`src/rtl/rptr_empty_pkg.sv`:
```
// Shared pointer helpers for both sides of the dual-clock FIFO.
// Gray/binary conversions work on a 32-bit container, so any pointer width below 32 can use them.
package fifo_pkg;

  localparam int ADDRSIZE_DFLT = 8;
  localparam int PTRW          = ADDRSIZE_DFLT + 1;

  function automatic logic [31:0] bin2gray(input logic [31:0] b);
    return b ^ (b >> 1);
  endfunction

  // Zero bits above the real width leave the result unchanged.
  function automatic logic [31:0] gray2bin(input logic [31:0] g);
    logic [31:0] b;
    b[31] = g[31];
    for (int i = 30; i >= 0; i--) begin
      b[i] = b[i+1] ^ g[i];
    end
    return b;
  endfunction

endpackage

```
`src/rtl/rptr_empty_if.sv`:
```
// Read-side FIFO pointer bundle: the read request and the write pointer go in; address, Gray pointer and flags come out.
// The rlevel/raempty signals exist only when RPTR_LEVEL_EN is defined.
interface rptr_empty_if #(parameter int ADDRSIZE = 8);
  logic                rinc;
  logic [ADDRSIZE:0]   wptr;
  logic [ADDRSIZE-1:0] raddr;
  logic [ADDRSIZE:0]   rptr;
  logic                rempty;
`ifdef RPTR_LEVEL_EN
  logic [ADDRSIZE:0]   rlevel;
  logic                raempty;
`endif

`ifdef RPTR_LEVEL_EN
  modport master (output rinc, wptr, input raddr, rptr, rempty, rlevel, raempty);
  modport slave  (input rinc, wptr, output raddr, rptr, rempty, rlevel, raempty);
`else
  modport master (output rinc, wptr, input raddr, rptr, rempty);
  modport slave  (input rinc, wptr, output raddr, rptr, rempty);
`endif
endinterface

```
`src/rtl/rptr_empty_sync_w2r.sv`:
```
// Two-flop synchronizer that brings the write Gray pointer into the read clock domain.
// The write side reuses the same structure as sync_r2w.
module sync_w2r #(
  parameter int W = 9
) (
  input  logic         rclk,
  input  logic         rrst,
  input  logic [W-1:0] wptr,
  output logic [W-1:0] rq2_wptr
);
  logic [W-1:0] rq1_wptr;

  always_ff @(posedge rclk or posedge rrst) begin
    if (rrst) begin
      rq1_wptr <= '0;
      rq2_wptr <= '0;
    end else begin
      rq1_wptr <= wptr;
      rq2_wptr <= rq1_wptr;
    end
  end
endmodule

```
`src/rtl/rptr_empty.sv`:
```
// Read pointer and registered empty flag for the dual-clock FIFO.
// Optional feature macro RPTR_LEVEL_EN adds the fill level (rlevel) and the almost-empty flag (raempty).
module rptr_empty
  import fifo_pkg::*;
#(
  parameter int ADDRSIZE      = ADDRSIZE_DFLT,
  parameter int AEMPTY_THRESH = 4
) (
  input  logic         rclk,
  input  logic         rrst,
  rptr_empty_if.slave  bus
);
  localparam int PW = ADDRSIZE + 1;

  logic [PW-1:0] rq2_wptr;
  logic [PW-1:0] rbin;
  logic [PW-1:0] rptr_q;
  logic [PW-1:0] rbinnext;
  logic [PW-1:0] rgraynext;
  logic          rempty_q;

  sync_w2r #(.W(PW)) u_sync_w2r (
    .rclk     (rclk),
    .rrst     (rrst),
    .wptr     (bus.wptr),
    .rq2_wptr (rq2_wptr)
  );

  assign rbinnext  = rbin + PW'(bus.rinc & ~rempty_q);
  assign rgraynext = PW'(bin2gray(32'(rbinnext)));

  // Comparing the next pointer lets the last read raise empty on the same edge.
  always_ff @(posedge rclk or posedge rrst) begin
    if (rrst) begin
      rbin     <= '0;
      rptr_q   <= '0;
      rempty_q <= 1'b1;
    end else begin
      rbin     <= rbinnext;
      rptr_q   <= rgraynext;
      rempty_q <= (rgraynext == rq2_wptr);
    end
  end

  assign bus.raddr  = rbin[ADDRSIZE-1:0];
  assign bus.rptr   = rptr_q;
  assign bus.rempty = rempty_q;

`ifdef RPTR_LEVEL_EN
  logic [PW-1:0] rq2_wbin;
  logic [PW-1:0] rlevelnext;
  logic [PW-1:0] rlevel_q;
  logic          raempty_q;

  assign rq2_wbin   = PW'(gray2bin(32'(rq2_wptr)));
  assign rlevelnext = rq2_wbin - rbinnext;

  always_ff @(posedge rclk or posedge rrst) begin
    if (rrst) begin
      rlevel_q  <= '0;
      raempty_q <= 1'b1;
    end else begin
      rlevel_q  <= rlevelnext;
      raempty_q <= (32'(rlevelnext) <= 32'(AEMPTY_THRESH));
    end
  end

  assign bus.rlevel  = rlevel_q;
  assign bus.raempty = raempty_q;
`endif
endmodule
```
`src/flat_wrapper.sv`:
```
// flat-port wrapper written by rule: the top's interface ports become plain ports
module rptr_empty_flat import fifo_pkg::*;
#(
  parameter int ADDRSIZE      = ADDRSIZE_DFLT,
  parameter int AEMPTY_THRESH = 4
)
  (rclk, rrst, bus_rinc, bus_wptr, bus_raddr, bus_rptr, bus_rempty);
  rptr_empty_if #(.ADDRSIZE(ADDRSIZE)) bus_i ();
  input  logic rclk;
  input  logic rrst;
  input wire logic [$bits(bus_i.rinc)-1:0] bus_rinc;
  input wire logic [$bits(bus_i.wptr)-1:0] bus_wptr;
  output wire logic [$bits(bus_i.raddr)-1:0] bus_raddr;
  output wire logic [$bits(bus_i.rptr)-1:0] bus_rptr;
  output wire logic [$bits(bus_i.rempty)-1:0] bus_rempty;
  assign bus_i.rinc = bus_rinc;
  assign bus_i.wptr = bus_wptr;
  assign bus_raddr = bus_i.raddr;
  assign bus_rptr = bus_i.rptr;
  assign bus_rempty = bus_i.rempty;
  rptr_empty #(.ADDRSIZE(ADDRSIZE), .AEMPTY_THRESH(AEMPTY_THRESH)) u_core (.rclk(rclk), .rrst(rrst), .bus(bus_i));
endmodule
```
`config.mk`:
```
export PLATFORM = sky130hd
export DESIGN_NAME = rptr_empty_flat
export DESIGN_NICKNAME = d
export VERILOG_FILES = /design/src/rtl/rptr_empty_pkg.sv /design/src/rtl/rptr_empty_if.sv /design/src/rtl/rptr_empty_sync_w2r.sv /design/src/rtl/rptr_empty.sv /design/src/flat_wrapper.sv
export SDC_FILE = /design/constraint.sdc
export NUM_CORES = 1
export LEC_CHECK = 0
export ABC_AREA = 1
export CORE_MARGIN = 2
export CORE_UTILIZATION = 35
export DETAILED_ROUTE_END_ITERATION = 6
export PLACE_DENSITY = 0.6
export SETUP_SLACK_MARGIN = 0.05
export SLEW_MARGIN = 15
export SYNTH_ARGS = -nofsm -noshare
export SYNTH_HDL_FRONTEND = slang
export SYNTH_HIERARCHICAL = 1
export SYNTH_SLANG_ARGS = --single-unit
```
`constraint.sdc`:
```
create_clock -name rclk -period 5.8 [get_ports rclk]
set_input_delay 1.16 -clock rclk [delete_from_list [all_inputs] [get_ports rclk]]
set_output_delay 1.16 -clock rclk [all_outputs]
set_load 0.005 [all_outputs]
```
==> flow_metrics.env <==
export IMPL_outcome="finished clean"
export IMPL_rsz0062_at_grt="false"
export IMPL_synth_compound_area_share_pct=0.642
export IMPL_place_congestion=0.832
export IMPL_drcViolationCount=0
export IMPL_peakVddDrop_v=0.000204
export IMPL_die_y_um=70.8
export IMPL_insertion_delay_ns=0.29
export IMPL_num_io_pins=30
export IMPL_worst_slew_margin_rel_pct=53.5
export IMPL_wirelength_um=2770
export IMPL_syn_cell_area_mm2=0.00156
export IMPL_synth_largest_area_cell="dfrtp_1"
export IMPL_vias_per_cell=4.42
export IMPL_synthMuxAreaShare_pct=0
export IMPL_routedWlPerCell_um=10.1
export IMPL_power_leakage_nw=1.02
export IMPL_antenna_found_initial=0
export IMPL_yosys_area_share_simple_pct=33.4
export IMPL_numCtsBuffers=5
export IMPL_layout_common_cells="76 x nand2_1, 35 x dfrtp_1, 29 x clkdlybuf4s50_1"
export IMPL_clock_path_buffers=2
export IMPL_grt_pass1_vias=1176
export IMPL_ant_nets=0
export IMPL_grtUsageMet1_pct=16.1
export IMPL_initial_core_util_pct=36.1
export IMPL_route_vias_total=1211
export IMPL_synth_area_per_cell_um2=8.43
export IMPL_cp_end_kind="register"
export IMPL_io_buffers=29
export IMPL_crit_buf_inv=2
export IMPL_hp_class="reg -> reg"
export IMPL_whs_ns=0.350
export IMPL_hold_viol=0
export IMPL_met2_usage_pct=21.2
export IMPL_dp_hpwl_um=2150
export IMPL_synth_area_leaders="dfrtp_1 56%, nand2_1 18%, nand3_1 8.3%, inv_1 5.5%, ha_1 2.4%"
export IMPL_clockRootBuffer="clkbuf_8"
export IMPL_yosysSeqAreaShare_pct=57.8
export IMPL_grt_pass1_wl_um=5110
export IMPL_top_usage_layer="met2"
export IMPL_cts_tree="yes"
export IMPL_core_area_mm2=0.00432
export IMPL_finalCritPeriodShare_pct=50.6
export IMPL_finalSetupViolCount=0
export IMPL_final_common_cell="nand2_1"
export IMPL_critPathRequiredTime_ns=6.02
export IMPL_fmax_mhz=341
export IMPL_cpLargestDelayFamily="simple AND/OR/NAND/NOR gates"
export IMPL_ys_warn_count=6
export IMPL_drive_gt1_share_pct=8.11
export IMPL_postCtsSetupBuffers=0
export IMPL_synth_top_family_by_area="simple AND/OR/NAND/NOR gates"
export IMPL_finalCriticalPeriod_ns=2.94
export IMPL_synth_top_cell_area_share_pct=56.1
export IMPL_rows=24
export IMPL_cp_arrival_ns=3.16
export IMPL_slew_viol_final=0
export IMPL_cts_repair_resized=0
export IMPL_grt_use_met3_pct=4.27
export IMPL_synth_cells=185
export IMPL_cpMostUsedCell="nand2_1"
export IMPL_fillCellCount=428
export IMPL_die_w_um=70.8
export IMPL_syn2layout_area_growth_pct=29.9
export IMPL_power_density_mw_per_mm2=451
export IMPL_nNetsFinal=236
export IMPL_slowest_delay_ns=0.45
export IMPL_first_pass_iters=4
export IMPL_synthAdderAreaFrac_pct=2.41
export IMPL_cts_htree_levels=2
export IMPL_die_area_mm2=0.00501
export IMPL_worstMarginPinSlew_ns=0.697
export IMPL_synth_distinct_cells=13
export IMPL_synth_nets=200
export IMPL_postPlaceCellArea_mm2=0.00192
export IMPL_grt_max_degree=19
export IMPL_ctsHoldBuffers=0
export IMPL_skew_ns=0.00422
export IMPL_path_cells="clkdlybuf4s50_1 -> inv_1 -> nor2_1 -> ha_1 -> ha_1 -> or2_2 -> nand2_1 -> nand2_1 -> nand2_1 -> nand3_1 -> nor2_1 -> nand2_1 -> nor2_1 -> nand2_1 -> nor2_1"
export IMPL_crit_fanout=6
export IMPL_path_clk_slew_ns=0.07
export IMPL_critPathLaunchType="input port"
export IMPL_ys_seq_elements=36
export IMPL_clock_sinks=36
export IMPL_synth_xor_xnor_area_share_pct=0
export IMPL_tns_ns=0
export IMPL_drtIter0Drc=45
export IMPL_design_area_mm2=0.00203
export IMPL_antenna_cells=0
export IMPL_cp_slowest_cell="clkdlybuf4s50_1"
export IMPL_track_usage_pct=13.2
export IMPL_critical_path_class="in -> reg"
export IMPL_grt_ovfl_total=0
export IMPL_max_cap_violations=0
[Yosys cell counts]
cell / number
or2_2: 1
ha_1: 3
nand3_1: 26
dfrtp_1: 35
nand2_2: 5
nand3b_1: 2
nand2_1: 76
nor2_4: 2
nor2_1: 8
o21ai_0: 2
inv_1: 23
inv_2: 1
dfstp_2: 1
[where the power goes]
part           leakage (nW)  switching (mW)  total (mW)  internal, mW
clock                0.0541          0.0869       0.214         0.127
sequential            0.435          0.0396       0.344         0.304
combinational         0.529           0.193       0.356         0.163
total                  1.02           0.319       0.914         0.595
[routing by layer]
layer,share of wire (%),wire length (um),up-vias
met3,5.2,143,2
met5,0,0,-
met4,0.87,24,0
li1,-,-,640
met2,46,1260,30
met1,48,1340,539
[cells by family after synthesis]
| family | Yosys count |
|---|---|
| AO/OA/AOI/OAI | 2 |
| buffers and inverters | 24 |
| AND/OR/NAND/NOR | 120 |
| adder cells (fa/ha/maj) | 3 |
| flip-flops | 36 |
[worst paths after layout]
check	start	end	slack [ns]	depth (start not counted)
worst max-delay path	bus_rinc	u_core/bus.rempty	2.86	15
worst min-delay path	u_core/u_sync_w2r/rq1_wptr[8]	u_core/u_sync_w2r/rq2_wptr[8]	0.35	0
worst max register to register	u_core/bus.rempty	u_core/bus.rempty	3.68	13
worst min register to register	u_core/u_sync_w2r/rq1_wptr[8]	u_core/u_sync_w2r/rq2_wptr[8]	0.35	0
max in group asynchronous	rrst	u_core/rbin[4]	4.05	2
min in group asynchronous	rrst	u_core/u_sync_w2r/rq1_wptr[0]	1.28	2
[registers in the layout (all words and copies together) (netlist names)]
name	flops
u_core/bus.rptr	8
u_core/u_sync_w2r/rq2_wptr	9
u_core/u_sync_w2r/rq1_wptr	9
u_core/bus.rempty	1
u_core/rbin	9
[worst reg2reg max path: cells and delay by family (launching register included)]
family	cells	cell delay, ns
adders and majority gates	2	0.51
DFF	1	0.54
and+or+nand+nor	11	1.01
[area by class of cell]
class / instances / area [um2] / area share, %
multi-input cells: 125 / 568 / 28.0
clock inverters: 3 / 42.5 / 2.10
clock buffers: 5 / 68.8 / 3.40
repair buffers: 29 / 290 / 14.3
flip-flops and latches: 36 / 902 / 44.5
inverters: 24 / 90.1 / 4.44
well taps: 52 / 65.1 / 3.21
[through the flow]
stage	util, %	setup slack [ns]	total power [mW]	instances
after global routing	46.9	2.60	0.997	274
after detailed placement	44.3	2.56	0.710	266
after global placement	44.3	2.62	0.707	266
final	46.9	2.86	0.914	274
after floorplan	-	3.14	0.562	185
after CTS	46.9	2.86	0.929	274
Power figures use the tool's default switching activity.
